[src/rtl/decoder_scan.sv]
// decoder_scan: registered N-way channel decoder with direct-select and auto-scan modes.
// Build macro DECODER_SCAN_BLANK_EN inserts BLANK_CYC all-off cycles between channels.
module decoder_scan #(
    parameter int unsigned SEL_W     = 3,
    parameter int unsigned DWELL_W   = 16,
    parameter int unsigned BLANK_CYC = 2
) (
    input  logic                    i_clk,
    input  logic                    i_rst,
    input  logic                    i_en,
    input  logic                    i_mode,
    input  logic [SEL_W-1:0]        i_sel,
    input  logic                    i_opt,
    input  logic [DWELL_W-1:0]      i_dwell,
    output logic [(1<<SEL_W)-1:0]   o_y,
    output logic [SEL_W-1:0]        o_sel,
    output logic                    o_wrap
);
    localparam int unsigned N = 1 << SEL_W;

    typedef enum logic [1:0] {
        IDLE  = 2'd0,
        DRIVE = 2'd1,
        BLANK = 2'd2
    } state_e;

    if (BLANK_CYC < 1 || BLANK_CYC > 15) begin : g_blank_cyc_range
        $error("decoder_scan: BLANK_CYC must be in 1..15");
    end

    state_e               state_q, state_d;
    logic [SEL_W-1:0]     sel_q, sel_d;
    logic [DWELL_W-1:0]   dwell_q, dwell_d;
    logic                 wrap_q, wrap_d;
    logic                 mode_q, mode_d;
    logic [N-1:0]         y_q, y_d;
    logic [DWELL_W-1:0]   dwell_eff_c;
    logic [N-1:0]         onehot_c;

`ifdef DECODER_SCAN_BLANK_EN
    localparam int unsigned BCNT_W     = 4;
    localparam logic [BCNT_W-1:0] BLANK_LOAD = BCNT_W'(BLANK_CYC - 1);

    logic [BCNT_W-1:0]    blank_q, blank_d;
    logic [SEL_W-1:0]     nxt_q, nxt_d;
`endif

    assign dwell_eff_c = (i_dwell == '0) ? DWELL_W'(1) : i_dwell;

    // State and output registers
    always_ff @(posedge i_clk or posedge i_rst) begin
        if (i_rst) begin
            state_q <= IDLE;
            sel_q   <= '0;
            dwell_q <= '0;
            wrap_q  <= 1'b0;
            mode_q  <= 1'b0;
            y_q     <= '1;
`ifdef DECODER_SCAN_BLANK_EN
            blank_q <= '0;
            nxt_q   <= '0;
`endif
        end else begin
            state_q <= state_d;
            sel_q   <= sel_d;
            dwell_q <= dwell_d;
            wrap_q  <= wrap_d;
            mode_q  <= mode_d;
            y_q     <= y_d;
`ifdef DECODER_SCAN_BLANK_EN
            blank_q <= blank_d;
            nxt_q   <= nxt_d;
`endif
        end
    end

    // Next-state logic
    always_comb begin
        state_d = state_q;
        sel_d   = sel_q;
        dwell_d = dwell_q;
        wrap_d  = 1'b0;
        mode_d  = i_mode;
`ifdef DECODER_SCAN_BLANK_EN
        blank_d = blank_q;
        nxt_d   = nxt_q;
`endif
        if (!i_en) begin
            state_d = IDLE;
            sel_d   = '0;
            dwell_d = '0;
`ifdef DECODER_SCAN_BLANK_EN
            blank_d = '0;
            nxt_d   = '0;
`endif
        end else if (i_mode && (!mode_q || state_q == IDLE)) begin
            // Scan entry or 0->1 mode change: restart at channel 0 with a fresh dwell
            state_d = DRIVE;
            sel_d   = '0;
            dwell_d = dwell_eff_c;
`ifdef DECODER_SCAN_BLANK_EN
            blank_d = '0;
`endif
        end else if (state_q == IDLE) begin
            state_d = DRIVE;
            sel_d   = i_sel;
        end else if (state_q == DRIVE) begin
            if (!i_mode) begin
                if (i_sel != sel_q) begin
`ifdef DECODER_SCAN_BLANK_EN
                    state_d = BLANK;
                    blank_d = BLANK_LOAD;
`else
                    sel_d   = i_sel;
`endif
                end
            end else if (dwell_q <= DWELL_W'(1)) begin
`ifdef DECODER_SCAN_BLANK_EN
                state_d = BLANK;
                blank_d = BLANK_LOAD;
                nxt_d   = sel_q + SEL_W'(1);
`else
                sel_d   = sel_q + SEL_W'(1);
                dwell_d = dwell_eff_c;
                wrap_d  = (sel_q == SEL_W'(N - 1));
`endif
            end else begin
                dwell_d = dwell_q - DWELL_W'(1);
            end
        end
`ifdef DECODER_SCAN_BLANK_EN
        else begin
            // o_sel holds the previous channel until blanking completes
            if (blank_q != '0) begin
                blank_d = blank_q - BCNT_W'(1);
            end else begin
                state_d = DRIVE;
                if (i_mode) begin
                    sel_d   = nxt_q;
                    dwell_d = dwell_eff_c;
                    wrap_d  = (nxt_q == '0);
                end else begin
                    sel_d   = i_sel;
                end
            end
        end
`endif
    end

    // Output pattern for the upcoming cycle, polarised by i_opt
    always_comb begin
        onehot_c = N'(1) << sel_d;
        if (state_d == DRIVE) begin
            y_d = i_opt ? onehot_c : ~onehot_c;
        end else begin
            y_d = i_opt ? '0 : '1;
        end
    end

    assign o_y    = y_q;
    assign o_sel  = sel_q;
    assign o_wrap = wrap_q;

endmodule

[config.mk]
export PLATFORM = sky130hd
export DESIGN_NAME = decoder_scan
export DESIGN_NICKNAME = d
export VERILOG_FILES = /design/src/rtl/decoder_scan.sv
export SDC_FILE = /design/constraint.sdc
export NUM_CORES = 1
export LEC_CHECK = 0
export BUFFER_PORTS_ARGS = -buffer_cell sky130_fd_sc_hd__buf_2
export CAP_MARGIN = 40
export CORE_ASPECT_RATIO = 1.5
export CORE_MARGIN = 1
export CORE_UTILIZATION = 50
export DETAILED_ROUTE_END_ITERATION = 10
export PLACE_DENSITY = 0.75
export SYNTH_ARGS = -nofsm -noshare
export SYNTH_HDL_FRONTEND = slang
export SYNTH_SLANG_ARGS = --single-unit
[constraint.sdc]
create_clock -name i_clk -period 2.68 [get_ports i_clk]
set_clock_uncertainty 0.15 [all_clocks]
set_input_delay 0.268 -clock i_clk [delete_from_list [all_inputs] [get_ports i_clk]]
set_output_delay 0.268 -clock i_clk [all_outputs]
set_load 0.02 [all_outputs]
* Yosys cells after proc, flatten, opt, wreduce, memory -nomap -nowiden
Index checks and enable logic that the tools add are counted.
** Storage, ports and cells
- Word-level logic and storage cells :: 50
- Output and inout port bits :: 12
- Register bits :: 31
- Input port bits :: 24
** Operators by class
- Muxes and demuxes :: 26
- Order comparisons :: 1
- Bitwise logic cells :: 1
- Equal/unequal tests :: 7
- Shift operators :: 1
- Add/sub/neg operators :: 2
- Reductions and logical operators :: 6
** Operators by type and width (number)
- $mux 16 :: 7
- $mux 8 :: 3
- $mux 3 :: 7
- $le 16x1->1 const B :: 1
- $logic_not 16->1 :: 1
- $sub 16x1->16 const B :: 1
- $not 8->8 :: 1
- $shl 1x3->8 const A :: 1
- $mux 1 :: 6
- $mux 2 :: 3
- $ne 3x1->1 const B :: 2
- $eq 2x1->1 const B :: 2
- $add 3x1->3 const B :: 1
- $eq 3x3->1 const B :: 1
- $ne 3x3->1 :: 1
- $ne 3x3->1 const B :: 1
- $reduce_and 3->1 :: 1
- $logic_not 2->1 :: 1
- $logic_and 1x1->1 :: 1
- $logic_not 1->1 :: 1
- $logic_or 1x1->1 :: 1

* Depth between registers and ports, before layout
- Word-level depth :: 11
- Gate-level depth with buffers :: 10
- Depth with buffers taken out :: 9

* Worst setup path after synthesis
OpenSTA, ideal clock, no wires.
- Path type :: reg2reg
- Start :: register dwell_q[6]
- End :: register y_q[3] (netlist: o_y[3])
- Cell stages (with the launch flop) :: 10
- Clock period less this slack :: 2.556 ns
- Path buffers :: 2
- Library setup time :: 0.096 ns
- Required time :: 2.434 ns
- Arrival :: 2.310 ns
- Setup slack :: 0.124 ns
- Cell sequence :: dfrtp_1 -> or4_1 -> buf_6 -> nor2_8 -> a21oi_2 -> a41o_1 -> o2111a_1 -> buf_6 -> or3b_1 -> xor2_1
** Between the ends
- Longest elaborated chain between the ends :: 11
** Ends and longest elaborated chain
- start: declaration :: RTL line 33 : logic [DWELL_W-1:0] dwell_q, dwell_d;
- start signal: assignment :: RTL line 66 : dwell_q <= dwell_d;
- $le 16x1->1 * :: RTL line 117 : end else if (dwell_q <= DWELL_W'(1)) begin
- $mux 3 * :: RTL line 117
- $mux 3 * :: RTL line 108 : if (!i_mode) begin
- $mux 3 * :: RTL line 107 : end else if (state_q == DRIVE) begin
- $mux 3 * :: RTL line 104 : end else if (state_q == IDLE) begin
- $mux 3 * :: RTL line 96 : end else if (i_mode && (!mode_q || state_q == IDLE)) begin
- $mux 3 * :: RTL line 88 : if (!i_en) begin
- named net sel_d[2] :: RTL line 32 : logic [SEL_W-1:0] sel_q, sel_d;
- $shl 1x3->8 * :: RTL line 152 : onehot_c = N'(1) << sel_d;
- $not 8->8 :: RTL line 154 : y_d = i_opt ? onehot_c : ~onehot_c;
- $mux 8 * :: RTL line 154
- $mux 8 * :: RTL line 153 : if (state_d == DRIVE) begin
- named net y_d[3] :: RTL line 36 : logic [N-1:0] y_q, y_d;
- end signal: assignment :: RTL line 69 : y_q <= y_d;
- end: declaration :: RTL line 36
Mark *: on every way through the listed nets, which the timed path passes. The rest lies on a longest branch.
A chain may end at the register's enable or synchronous reset.

* Worst setup path in the final report
- Start :: register dwell_q[11]
- End :: register y_q[6] (netlist: o_y[6])
Same word-level chain as after synthesis.

==> flow_summary.json <==
{
  "synth_fp_nets": 250,
  "synth_top_area_share_pct": 29.64,
  "ir_drop_v": 0.0005154,
  "vias_per_cell": 5.933,
  "grt_pass1_vias": 1781,
  "globalplace.congestion": 0.9101,
  "rows": 27,
  "crit_fanout": 5,
  "htreeDepth": 2,
  "max-cap-violations": 0,
  "yosysSeqAreaShare_pct": 40.46,
  "port_buffers": 35,
  "layout_common_cells": "buf_2 (35), o21ai_0 (29), dfrtp_1 (23)",
  "drt-initial-drc-count": 72,
  "firstDrtPassIters": 4,
  "final_common_cell": "buf_2",
  "powerDensity_nw_per_um2": 715.0,
  "chipWidth_um": 52.89,
  "post_cts_buffers": 0,
  "syn_to_final_growth_pct": 22.23,
  "synth-edff-count": 0,
  "fin_nets": 297,
  "io_pins": 36,
  "fin_setup_tns_ns": 0,
  "timing.slew.headroom_pct": 64.50,
  "dpl_cell_area_um2": 2226,
  "finalHoldViolations": 0,
  "finalSetupViolCount": 0,
  "coreArea_um2": 3682,
  "overflow": 0,
  "endpoint_kind": "flop",
  "root_buffer": "clkbuf_8",
  "worstSetupEndpoint": "o_y[6]",
  "ys_ff_latch": 31,
  "synthTopCellsByArea": "dfrtp_1 (30%), dfstp_2 (11%), o21ai_0 (7.5%)",
  "synthMuxAreaShare_pct": 0,
  "rrSetupSlack_ns": 0.15,
  "synth_compound_area_share_pct": 17.78,
  "synth_top_family_by_area": "simple AND/OR/NAND/NOR gates",
  "timing.hold.ws_ns": 0.05187,
  "numCtsBuffers": 5,
  "max_stage_delay_ns": 0.60,
  "path_cells": "or4_4, nor4_4, a211oi_1, nor3_4, nand2_1, or3b_1, xor2_1",
  "cp_data_arrival_time_ns": 2.58,
  "synth_fa_ha_area_share_pct": 2.577,
  "clock_latency_ns": 0.28,
  "antenna_found_initial": 0,
  "fmax_ghz": 0.3957,
  "routed_wl_um": 4817,
  "numClockSinks": 31,
  "fin_cells": 313,
  "wire_per_inst_um": 15.39,
  "synth_ff_type": "dfrtp_1",
  "yosys.area.top_type": "dfrtp_1",
  "start_util_pct": 52.74,
  "startpoint": "dwell_q[11]",
  "cts_tree": "done",
  "fp.dieH_um": 78.33,
  "vias": 1857,
  "ant_nets": 0,
  "drc": 0,
  "ys_types": 44,
  "total_power_mw": 1.697,
  "critPathKind": "flop to flop",
  "regToRegStartpoint": "dwell_q[11]",
  "reg2reg_to": "o_y[6]",
  "post-dp-hpwl_um": 3592,
  "track_usage_pct": 26.01,
  "design_area_um2": 2374,
  "synth_xor_area_share_pct": 5.863,
  "status": "finished, final reports clean",
  "grt_pass1_wl_um": 7748,
  "clk_pin_slew_worst_paths_ns": 0.06,
  "synth_warnings": 0,
  "final_core_util_pct": 64.46,
  "dieArea_um2": 4142,
  "rsz0062_at_grt": "no",
  "clk_path_buf_depth": 2,
  "p_leak_nw": 1.092,
  "synth.cell_area_um2": 1942,
  "crit_required_ns": 2.73,
  "setup_slack_ns": 0.1526,
  "tightest_slew_ns": 0.5277,
  "dpl.cell_count": 304,
  "synth_cells": 222,
  "place_ws_ns": 0.07669,
  "syn_area_per_cell_um2": 8.747,
  "async_reset_ff_share_pct": 100.0,
  "layout_min_cycle_time_ns": 2.527,
  "period_share_pct": 94.31,
  "antenna_cells": 0,
  "slew_violations": 0,
  "hold_class": "input port to flop",
  "crit_path_start_kind": "flop",
  "cp_slowest_cell": "or4_4",
  "drive_above_1_share_pct": 28.52,
  "synthSimpleGateAreaFrac_pct": 29.19,
  "reg2reg_depth": 7,
  "grt_max_degree": 32
}
-- state kept, by name, summed over array words and instances (netlist names) --
signal and cells:
state_q 2, mode_q 1, dwell_q 16, o_wrap 1, o_y 8, o_sel 3
-- power breakdown --
group          internal [mW]  switching, mW
registers              0.526         0.0506
logic                  0.269          0.376
clock network          0.301          0.174
total                   1.10          0.601
-- cells in the mapped netlist, types with 2 or more instances --
cell,instances
nor3_1,13
ha_1,4
a211o_1,2
dfrtp_1,23
inv_1,6
nor4_1,14
clkbuf_1,7
xnor2_1,3
nand2b_1,3
buf_6,2
xor2_1,10
a211oi_1,3
a21boi_1,2
nand2_1,18
or3b_1,2
nand3_1,7
nor2_1,18
dfstp_2,8
nor2b_1,3
o21ai_0,29
a21oi_1,14
or3_1,5
or4_1,2
a22oi_1,4
-- how the worst min path moves through the flow --
stage	start	depth (start not counted)	end
final	i_mode	1	mode_q
after global routing	i_mode	1	mode_q
after CTS	i_mode	1	mode_q
after global placement	i_rst	3	dwell_q[9]
after detailed placement	i_rst	3	dwell_q[9]
after floorplan	i_mode	0	mode_q
-- worst max-delay path: cells and delay by family (launching register included) --
family	cells	cell delay, ns
AO/OA/AOI/OAI	1	0.15
XOR/XNOR	1	0.15
flip-flops	1	0.38
AND/OR/NAND/NOR	5	1.62
-- cell type report --
type / count / area (um^2)
tap: 43 / 53.80
fill: 310 / 1309
timing repair buffer: 51 / 297.8
sequential: 31 / 785.8
clock inverter: 2 / 35.03
multi-input combinational: 174 / 1096
inverter: 6 / 22.52
clock buffer: 6 / 82.58
-- metal layers --
layer / vias up / wire (um) / GRT usage (%)
met5: - / 0 / 0
met4: 0 / 198 / 14.74
met3: 20 / 274 / 5.039
met2: 75 / 2514 / 44.43
met1: 861 / 1829 / 28.88
li1: 901 / - / -
-- what timing repair did --
item	CTS	global route
hold endpoints to repair	23	0
gates resized for setup	0	4
endpoints found under the setup margin	0	4
hold buffers	1	0
-- cell families after synthesis --
logic type               Yosys count
flip-flops                        31
AO/OA/AOI/OAI                     59
adder cells (fa/ha/maj)            4
XOR/XNOR                          13
buffers and inverters             17
AND/OR/NAND/NOR                   98
(Power assumes the default switching activity.)
